--- config.mk ---
export PLATFORM = sky130hd
export DESIGN_NAME = acc_mem_arbiter
export DESIGN_NICKNAME = d
export VERILOG_FILES = /design/src/rtl/acc_mem_arbiter.sv
export SDC_FILE = /design/constraint.sdc
export NUM_CORES = 1
export LEC_CHECK = 0
export ABC_AREA = 1
export CORE_MARGIN = 2
export CORE_UTILIZATION = 37
export DETAILED_ROUTE_END_ITERATION = 8
export PLACE_DENSITY = 0.85
export SYNTH_ARGS = -nofsm -noshare
export SYNTH_HDL_FRONTEND = slang
export SYNTH_SLANG_ARGS = --single-unit
--- constraint.sdc ---
create_clock -name CLK -period 1.5 [get_ports CLK]
set_input_delay 0.15 -clock CLK [delete_from_list [all_inputs] [get_ports CLK]]
set_output_delay 0.15 -clock CLK [all_outputs]
set_load 0.05 [all_outputs]
--- src/rtl/acc_mem_arbiter.sv ---
// rtl/acc_mem_arbiter.sv - two-port req/ack arbiter for the accumulator CPU's 1K x 16 RAM with one memory-mapped IO word
module acc_mem_arbiter #(
  parameter int          ADDR_WIDTH = 10,
  parameter logic [15:0] IO_ADDR    = 16'hFFFE,
  parameter bit          FIXED_PRIO = 1'b0
) (
  input  logic                  CLK,
  input  logic                  Reset,
  input  logic                  c_req,
  input  logic                  c_we,
  input  logic [15:0]           c_addr,
  input  logic [15:0]           c_wdata,
  output logic                  c_ack,
  output logic [15:0]           c_rdata,
  input  logic                  d_req,
  input  logic                  d_we,
  input  logic [15:0]           d_addr,
  input  logic [15:0]           d_wdata,
  output logic                  d_ack,
  output logic [15:0]           d_rdata,
  output logic [ADDR_WIDTH-1:0] mem_addr,
  output logic [15:0]           mem_data,
  output logic                  mem_we,
  input  logic [15:0]           mem_q,
  input  logic [15:0]           IOIn,
  output logic [15:0]           IOOut,
  output logic                  busy,
  output logic                  owner
);

  typedef enum logic [1:0] {S_IDLE, S_ISSUE, S_READ, S_DONE} state_t;

  state_t                  state_q, state_d;
  logic                    owner_q, last_grant_q;
  logic                    we_q, io_q;
  logic                    mem_we_q;
  logic [ADDR_WIDTH-1:0]   mem_addr_q;
  logic [15:0]             mem_data_q;
  logic [15:0]             c_rdata_q, d_rdata_q, io_out_q;

  // Combinational decode shared by the register blocks
  logic                    grant_en;
  logic                    grant_d;
  logic                    sel_we;
  logic                    sel_io;
  logic [15:0]             sel_addr;
  logic [15:0]             sel_wdata;
  logic                    rd_load;
  logic [15:0]             rd_val;
  logic                    io_wr;

  // State register; an async reset abandons any access in flight
  always_ff @(posedge CLK or negedge Reset) begin
    if (!Reset) state_q <= S_IDLE;
    else        state_q <= state_d;
  end

  // Next state: RAM reads take an extra cycle to capture mem_q
  always_comb begin
    state_d = state_q;
    case (state_q)
      S_IDLE:  if (c_req || d_req) state_d = S_ISSUE;
      S_ISSUE: state_d = (!we_q && !io_q) ? S_READ : S_DONE;
      S_READ:  state_d = S_DONE;
      S_DONE:  state_d = S_IDLE;
      default: state_d = S_IDLE;
    endcase
  end

  // Outputs and arbitration decode derived from the current state
  always_comb begin
    grant_en  = (state_q == S_IDLE) && (c_req || d_req);
    if (c_req && d_req) grant_d = FIXED_PRIO ? 1'b0 : ~last_grant_q;
    else                grant_d = d_req;
    sel_we    = grant_d ? d_we    : c_we;
    sel_addr  = grant_d ? d_addr  : c_addr;
    sel_wdata = grant_d ? d_wdata : c_wdata;
    // IO decode uses the full address so aliases of the IO word still reach RAM
    sel_io    = (sel_addr == IO_ADDR);
    busy      = (state_q != S_IDLE);
    c_ack     = (state_q == S_DONE) && !owner_q;
    d_ack     = (state_q == S_DONE) &&  owner_q;
    rd_load   = 1'b0;
    rd_val    = mem_q;
    io_wr     = 1'b0;
    if (state_q == S_ISSUE && io_q) begin
      if (we_q) begin
        io_wr = 1'b1;
      end else begin
        rd_load = 1'b1;
        rd_val  = IOIn;
      end
    end else if (state_q == S_READ) begin
      rd_load = 1'b1;
    end
  end

  // Grant capture: latch the winner's request and present it to the RAM in ISSUE
  always_ff @(posedge CLK or negedge Reset) begin
    if (!Reset) begin
      owner_q      <= 1'b0;
      last_grant_q <= 1'b1;
      we_q         <= 1'b0;
      io_q         <= 1'b0;
      mem_we_q     <= 1'b0;
      mem_addr_q   <= '0;
      mem_data_q   <= '0;
    end else begin
      mem_we_q <= 1'b0;
      if (grant_en) begin
        owner_q      <= grant_d;
        last_grant_q <= grant_d;
        we_q         <= sel_we;
        io_q         <= sel_io;
        mem_addr_q   <= sel_addr[ADDR_WIDTH-1:0];
        mem_data_q   <= sel_wdata;
        mem_we_q     <= sel_we && !sel_io;
      end
    end
  end

  // Read data and IO output registers; only the owner's rdata ever changes
  always_ff @(posedge CLK or negedge Reset) begin
    if (!Reset) begin
      c_rdata_q <= '0;
      d_rdata_q <= '0;
      io_out_q  <= '0;
    end else begin
      if (rd_load) begin
        if (owner_q) d_rdata_q <= rd_val;
        else         c_rdata_q <= rd_val;
      end
      if (io_wr) io_out_q <= mem_data_q;
    end
  end

  assign mem_addr = mem_addr_q;
  assign mem_data = mem_data_q;
  assign mem_we   = mem_we_q;
  assign c_rdata  = c_rdata_q;
  assign d_rdata  = d_rdata_q;
  assign IOOut    = io_out_q;
  assign owner    = owner_q;

endmodule

Yosys cells after proc, flatten, opt, wreduce, memory -nomap -nowiden:

Index checks and enable logic that the tools add are counted.

* register bits after elaboration: 81
* bits of input ports: 102
* output and inout bits: 79
* logic and storage cells: 49

* eq/ne operators: 5
* muxes and demuxes: 15
* bitwise operators: 2
* reductions and logical operators: 16

Operator list (count)
* two-way mux 16 bit: 4
* equality test 16 bit (second input constant): 1
* two-way mux 1 bit: 9
* case mux 2 bit (4 select lines): 1
* logical AND 1 bit: 7
* equality test 2 bit (second input constant): 2
* zero test 1 bit: 4
* AND reduction 2 bit: 2
* equality test 2 x 1 -> 1 bit (second input constant): 1
* zero test 2 bit: 1
* two-way mux 2 bit: 1
* inequality test 2 x 1 -> 1 bit (second input constant): 1
* NOT 1 bit: 2
* nonzero test 2 bit: 1
* logical OR 1 bit: 1

Logic depth before layout (Yosys ltp):

Gate-level depths: netlist (run 1).

* depth after elaboration: 7
* gate-level depth with buffers: 11
* mapped depth without buffers: 10

Least setup slack after synthesis (run 1):

No wires, ideal clock.

* kind: flip-flop to output port
* from: register owner_q, in the netlist owner
* to: output port c_ack
* arrival time: 1.703 ns
* required time: 1.350 ns
* setup slack: -0.353 ns
* stages on the path, launching flop included: 4
* path buffers: 2
* path through: dfrtp_1 -> clkbuf_1 -> clkbuf_1 -> nor2_1

* word-level cells in the longest chain between the ends: 2

Ends and longest elaborated chain
* start, declared: RTL line 34 `logic owner_q, last_grant_q;`
* start signal, assigned: RTL line 111 `owner_q <= grant_d;`
* zero test 1 bit: RTL line 81 `c_ack = (state_q == S_DONE) && !owner_q;`
* logical AND 1 bit: RTL line 81
* end, declared: RTL line 13 `output logic c_ack,`

Every way passes these cells.

Worst setup path after layout (run 1):

* from: register state_q[0]
* to: register d_rdata_q[14], in the netlist d_rdata[14]

* word-level cells in the longest chain between the ends: 4

Ends and longest elaborated chain
* start, declared: RTL line 33 `state_t state_q, state_d;`
* start signal, assigned: RTL line 55 `else state_q <= state_d;`
* equality test 2 bit or equality test 2 x 1 -> 1 bit (tied branches): RTL line 93, 86
* two-way mux 1 bit or logical AND 1 bit (tied branches): RTL line 93, 86
* two-way mux 1 bit: RTL line 86 `if (state_q == S_ISSUE && io_q) begin`
* AND reduction 2 bit (no source line)
* end signal, assigned: RTL line 130 `if (owner_q) d_rdata_q <= rd_val;`
* end, declared: RTL line 39 `logic [15:0] c_rdata_q, d_rdata_q, io_out_q;`

Parallel ways exist; a longest one is shown, timed or not.
A chain may end at the register's enable or synchronous reset.

==> results of run 1 <==
==> where the power goes <==
group	switching (mW)	internal (mW)	total, mW
Sequential	0.596	3.07	3.66
Clock	0.749	0.692	1.44
Combinational	5.57	3.24	8.80
==> layout by cell type, fill, tap and decap left out, types with 2 or more instances in the layout <==
cell type	netlist	routed
nand2_1	129	112
clkdlybuf4s50_1	0	100
buf_4	5	98
dfrtp_1	80	79
inv_1	35	31
o21ai_0	66	29
nor2_1	30	28
o21ai_1	7	27
o21ai_2	0	17
nand2_2	2	14
o22ai_2	0	11
clkbuf_8	0	11
buf_12	0	11
mux2_4	10	10
buf_6	2	7
nand2_4	3	6
mux2_2	6	6
nand3b_1	5	5
inv_2	3	4
o22ai_1	16	4
clkbuf_16	0	4
clkinvlp_4	0	3
nand3_1	4	3
clkbuf_1	6	3
inv_4	1	2
nor2_2	0	2
nand2_8	0	2
nor2_4	2	2
a31oi_1	3	2
ha_4	0	2
==> cell type report <==
| class | count | area (µm²) | share of cell area [%] |
|---|---|---|---|
| Clock buffer | 14 | 163 | 2.48 |
| Clock inverter | 2 | 12.5 | 0.191 |
| Inverter | 39 | 159 | 2.43 |
| Multi-Input combinational cell | 295 | 1840 | 28.1 |
| Sequential cell | 81 | 2030 | 31.0 |
| Tap cell | 136 | 170 | 2.60 |
| Timing Repair Buffer | 222 | 2170 | 33.2 |
==> sequential cells by signal (all words and copies together), names as in the netlist <==
signal / flops
io_q: 1
last_grant_q: 1
IOOut: 16
we_q: 1
owner: 1
state_q: 2
c_rdata: 16
mem_addr: 10
mem_data: 16
mem_we: 1
d_rdata: 16
==> cell usage after synthesis (all sizes together) <==
cell type  instances  share of area, %
a21oi              2              0.36
a31oi              3              0.49
a32oi              1              0.23
buf               17               2.8
clkbuf             6              0.59
dfrtp             80                52
dfstp              1              0.68
ha                 4               1.3
inv               39               3.9
mux2              16               5.7
nand2            134                14
nand3              4              0.52
nand3b             5              0.98
nor2              32               3.5
nor3               2              0.26
o211ai             1              0.20
o21ai             74               9.9
o21bai             1              0.20
o22ai             16               2.6
==> per-stage QoR <==
stage	setup WS, ns	hold slack [ns]	TNS, ns	area [µm²]	std cells
floorplan	-0.109	-0.146	-3.49	3900	438
global placement	-0.104	0.0781	-4.02	5850	761
global route	-0.210	0.258	-8.72	6550	789
finish	-0.152	0.250	-4.15	6550	789
detailed placement	-0.191	0.0867	-6.92	5850	761
CTS	-0.153	0.233	-5.40	6150	783
==> what timing repair did <==
action | in CTS | in global routing
pin swaps | 5 | 17
cloned | 1 | 5
resized for setup | 18 | 84
setup buffers | 4 | 2
hold buffers | 1 | 0
setup endpoints to repair | 71 | 81
endpoints found under the hold margin | 23 | 0
==> kinds of logic (layout without fill, tap and decap cells) <==
kind of cell,after synthesis,after routing,synth area share [%]
buf+inv,62,277,7.28
compound gates,98,98,14.0
simple gates,177,177,19.1
fa+ha+maj,4,4,1.30
flops,81,81,52.7
mux,16,16,5.66
==> how the worst max path moves through the flow <==
| stage | startpoint | to | slack, ns | cells after the start |
|---|---|---|---|---|
| global route | state_q[0] | d_rdata[14] | -0.21 | 11 |
| detailed placement | d_req | mem_we | -0.19 | 10 |
| floorplan | state_q[0] | mem_addr[0] | -0.11 | 8 |
| global placement | d_req | mem_we | -0.10 | 10 |
| CTS | state_q[0] | busy | -0.15 | 6 |
| finish | state_q[0] | d_rdata[14] | -0.15 | 11 |
==> layer usage <==
layer / vias up / GRT usage, % / wire, µm
li1: 1850 / - / -
met1: 1840 / 24.2 / 4800
met2: 171 / 35.5 / 6450
met3: 17 / 4.97 / 780
met4: 0 / 8.08 / 205
met5: - / 0 / 0
==> flow_summary.json, run 1 <==
{
  "start_util_pct": 37.6,
  "setup_viol": 61,
  "cp_max_fo": 8,
  "synth.avg_cell_area_um2": 8.78,
  "port_buffers": 180,
  "finalHoldViolations": 0,
  "cp_top_family": "buffers and inverters",
  "fin_ws_ns": -0.152,
  "htreeDepth": 3,
  "ys_seq_elements": 81,
  "ios": 181,
  "rr_worst_depth": 11,
  "cpPeakStageDelay_ns": 0.41,
  "reg2reg_to": "d_rdata[14]",
  "wl_um": 12200,
  "r2r_slack_ns": -0.15,
  "maxSlewHeadroom_pct": 75.3,
  "outcome": "finished, violations left",
  "die_x_um": 106,
  "die_h_um": 106,
  "drc": 0,
  "end_kind": "register",
  "cap_violations": 0,
  "grt-ovfl-total": 0,
  "antenna_cells": 0,
  "slew_violations": 0,
  "powerDensity_mw_per_mm2": 2120,
  "first_pass_iters": 4,
  "worst_pin_slew_ns": 0.371,
  "start_kind": "register",
  "drtAntennaViolNets": 0,
  "clockBufferDepth": 2,
  "worst-path-buf-inv": 4,
  "violations": "negative setup slack",
  "crit_top_cell": "nand2_1",
  "peakVddDrop_uv": 1080,
  "power_leakage_nw": 3.16,
  "clk_latency_ns": 0.35,
  "fin_skew_ns": 0.00567,
  "n_fill_cell": 805,
  "drive_above_1_share_pct": 34.2,
  "final_nets": 754,
  "tritoncts.num_buffers": 9,
  "seq_area_frac_synth_pct": 52.7,
  "area_growth_pct": 70.2,
  "path_class": "register to register",
  "gp_congestion": 0.815,
  "cts.sinks": 81,
  "worstPathArrival_ns": 1.94,
  "grt_max_degree": 36,
  "worstHoldPathType": "primary input to async pin",
  "post_drt_wl_per_cell_um": 15.5,
  "regToRegStartpoint": "state_q[0]",
  "via_per_inst": 4.92,
  "clkTransAtPathRegs_ns": 0.08,
  "fin_util_pct": 64.0,
  "antenna_found_initial": 0,
  "fmax_mhz": 605,
  "syn_nets": 544,
  "dieArea_mm2": 0.0112,
  "synth_cell_types": 31,
  "grt_pass1_vias": 3784,
  "post-dp-hpwl_um": 8460,
  "rsz0062_at_grt": "yes",
  "worstPathCellList": "ha_2 > nand2_2 > inv_4 > buf_6 > nand2_4 > o21ai_4 > buf_12 > nor2_4 > clkbuf_16 > nand2_1 > nand2_1",
  "cts_root_buf": "clkbuf_8",
  "total_power_mw": 13.9,
  "coreArea_mm2": 0.0102,
  "finalCriticalPeriod_ns": 1.65,
  "cts_tree": "yes",
  "drt_iter0_markers": 183,
  "fin_crit_sh_pct": 110,
  "required_ns": 1.79,
  "synthCells": 438,
  "placement_rows": 37,
  "synth_area_mm2": 0.00385,
  "grt_usage_pct": 20.4,
  "grt_pass1_wl_um": 18100,
  "vias": 3878,
  "crit_slowest_cell": "dfrtp_1",
  "ys_warn_count": 0
}
Note: power is estimated with default switching activity, not from simulation.
==> run 2: changes to the inputs <==
--- a/config.mk
+++ b/config.mk
@@ -6,7 +6,8 @@
 export NUM_CORES = 1
 export LEC_CHECK = 0
 export ABC_AREA = 1
-export CORE_MARGIN = 2
+export ABC_CLOCK_PERIOD_IN_PS = 1500
+export CORE_MARGIN = 4
 export CORE_UTILIZATION = 37
 export DETAILED_ROUTE_END_ITERATION = 8
 export PLACE_DENSITY = 0.85
==> run 2 against run 1 <==
Against the previous run:
- the run still ends with negative setup slack left
- sequential share of layout area increased by 0.12 points
- sequential power about the same
- worst setup slack gained 0.046 ns
- cell area fell by 0.38%
- clock power rose by 33%
- register-to-register slack better by 0.05 ns
- utilization is 1.5 points higher
- via count up 0.41%
==> flow_summary.json, run 2 (same netlist as run 1, synthesis figures left out) <==
{
  "outcome": "finished, violations left",
  "violations": "negative setup slack",
  "mostFrequentLayoutCell": "nand2_1",
  "cts.sinks": 81,
  "placed_cell_area_mm2": 0.00585,
  "area_growth_pct": 69.6,
  "via_per_inst": 4.94,
  "final_cell_count_no_fill": 789,
  "end_kind": "register",
  "cap_violations": 0,
  "cp_max_fo": 16,
  "gp_congestion": 0.832,
  "pre_cts_ws_ns": -0.190,
  "drtAntennaViolNets": 0,
  "r2r_slack_ns": -0.11,
  "path_class": "register to register",
  "grt_max_degree": 43,
  "drive_above_1_share_pct": 32.9,
  "start_kind": "register",
  "coreArea_mm2": 0.00995,
  "required_ns": 1.72,
  "post-dp-hpwl_um": 8930,
  "antenna_found_initial": 0,
  "start_util_pct": 38.7,
  "fmax_mhz": 622,
  "setup_viol": 65,
  "die_h_um": 110,
  "startpoint": "state_q[0]",
  "cts_tree": "yes",
  "grt-ovfl-total": 0,
  "dieArea_mm2": 0.0121,
  "cts_root_buf": "clkbuf_8",
  "maxSlewHeadroom_pct": 63.7,
  "clkTransAtPathRegs_ns": 0.09,
  "antenna_cells": 0,
  "finalCriticalPeriod_ns": 1.61,
  "dp.cells": 758,
  "slew_violations": 0,
  "wl_um": 12600,
  "vias": 3894,
  "rr_worst_depth": 9,
  "power_leakage_nw": 3.15,
  "final_cell_mix": "nand2_1 (110), clkdlybuf4s50_1 (100), buf_4 (100)",
  "drt_iter0_markers": 128,
  "fin_skew_ns": 0.00820,
  "ios": 181,
  "clk_latency_ns": 0.34,
  "worst_pin_slew_ns": 0.544,
  "reg2reg_to": "c_rdata[6]",
  "drc": 0,
  "design_area_mm2": 0.00652,
  "first_pass_iters": 5,
  "htreeDepth": 3,
  "peakVddDrop_uv": 1120,
  "post_drt_wl_per_cell_um": 15.9,
  "cp-endpoint": "c_rdata[6]",
  "clockBufferDepth": 2,
  "fin_ws_ns": -0.107,
  "placement_rows": 36,
  "n_fill_cell": 797,
  "grt_pass1_vias": 4006,
  "fin_crit_sh_pct": 107,
  "final_nets": 758,
  "finalHoldViolations": 0,
  "hold_slack_ns": 0.327,
  "regToRegStartpoint": "state_q[0]",
  "die_x_um": 110,
  "tritoncts.num_buffers": 9,
  "final.setup.tns_ns": -4.04,
  "powerDensity_mw_per_mm2": 2180,
  "worstPathArrival_ns": 1.83,
  "worstHoldPathType": "primary input to async pin",
  "rsz0062_at_grt": "yes",
  "port_buffers": 180,
  "grt_pass1_wl_um": 19100,
  "grt_usage_pct": 20.3
}
==> run 2: cell count changes in the layout (fill, tap and decap cells not counted), moves of 3 or more <==
| cell | before | now |
|---|---|---|
| clkbuf_1 | 3 | 0 |
| o21ai_2 | 17 | 8 |
| bufinv_16 | 0 | 3 |
| nand2_2 | 14 | 20 |
| buf_12 | 11 | 8 |
| o22ai_1 | 4 | 11 |
| o22ai_2 | 11 | 4 |
| buf_6 | 7 | 13 |
| o21ai_1 | 27 | 36 |
| nand2_4 | 6 | 2 |
==> run 2: critical path: stages, from the launching register on <==
cell and delay (ns):
dfrtp_1 0.43, ha_2 0.21, nand2_2 0.07, inv_4 0.05, buf_6 0.11, o21ai_4 0.24, nor2_4 0.08, buf_12 0.15
nand2_1 0.08, nand2_1 0.06
==> run 2: power breakdown <==
| group | switching, mW | internal [mW] | leakage [nW] |
|---|---|---|---|
| Clock | 0.770 | 1.14 | 0.122 |
| Combinational | 5.48 | 3.16 | 2.01 |
| Sequential | 0.585 | 3.07 | 1.01 |
==> run 2: area by class of cell <==
type	instances	area, µm²	area share [%]
Clock buffer	10	138	2.11
Clock inverter	5	104	1.59
Inverter	39	161	2.47
Multi-Input combinational cell	295	1750	26.9
Sequential cell	81	2030	31.1
Tap cell	133	166	2.55
Timing Repair Buffer	226	2170	33.3
==> run 2: worst min path at each step <==
stage | from | to | slack [ns] | cells past startpoint
floorplan | Reset | IOOut[0] | -0.15 | 0
global placement | Reset | c_rdata[2] | 0.16 | 1
detailed placement | Reset | c_rdata[2] | 0.17 | 1
CTS | Reset | c_rdata[2] | 0.33 | 2
global route | Reset | c_rdata[2] | 0.37 | 2
finish | Reset | c_rdata[2] | 0.33 | 2
==> run 2: repair_timing <==
item                       in CTS  in global routing
hold endpoints to repair       38                  0
hold buffers                    1                  0
pin swaps                      25                 10
buffers inserted               11                  2
gates resized for setup        40                 54
gates cloned                    4                  2
setup endpoints to repair      71                 80
==> run 2: per-stage QoR <==
step	total power [mW]	utilization [%]
detailed placement	11.2	58.7
CTS	13.9	64.2
floorplan	8.43	-
finish	14.2	65.5
global placement	11.0	58.7
global route	14.9	65.5
==> run 2: metal layers <==
metal  global-route usage [%]  vias to the layer above  share of wire (%)
met4                     6.32                        0                1.3
met2                     36.4                      168                 52
met3                     3.73                       20                8.6
met5                        0                        -                  0
li1                         -                     1854                  -
met1                     24.5                     1852                 38
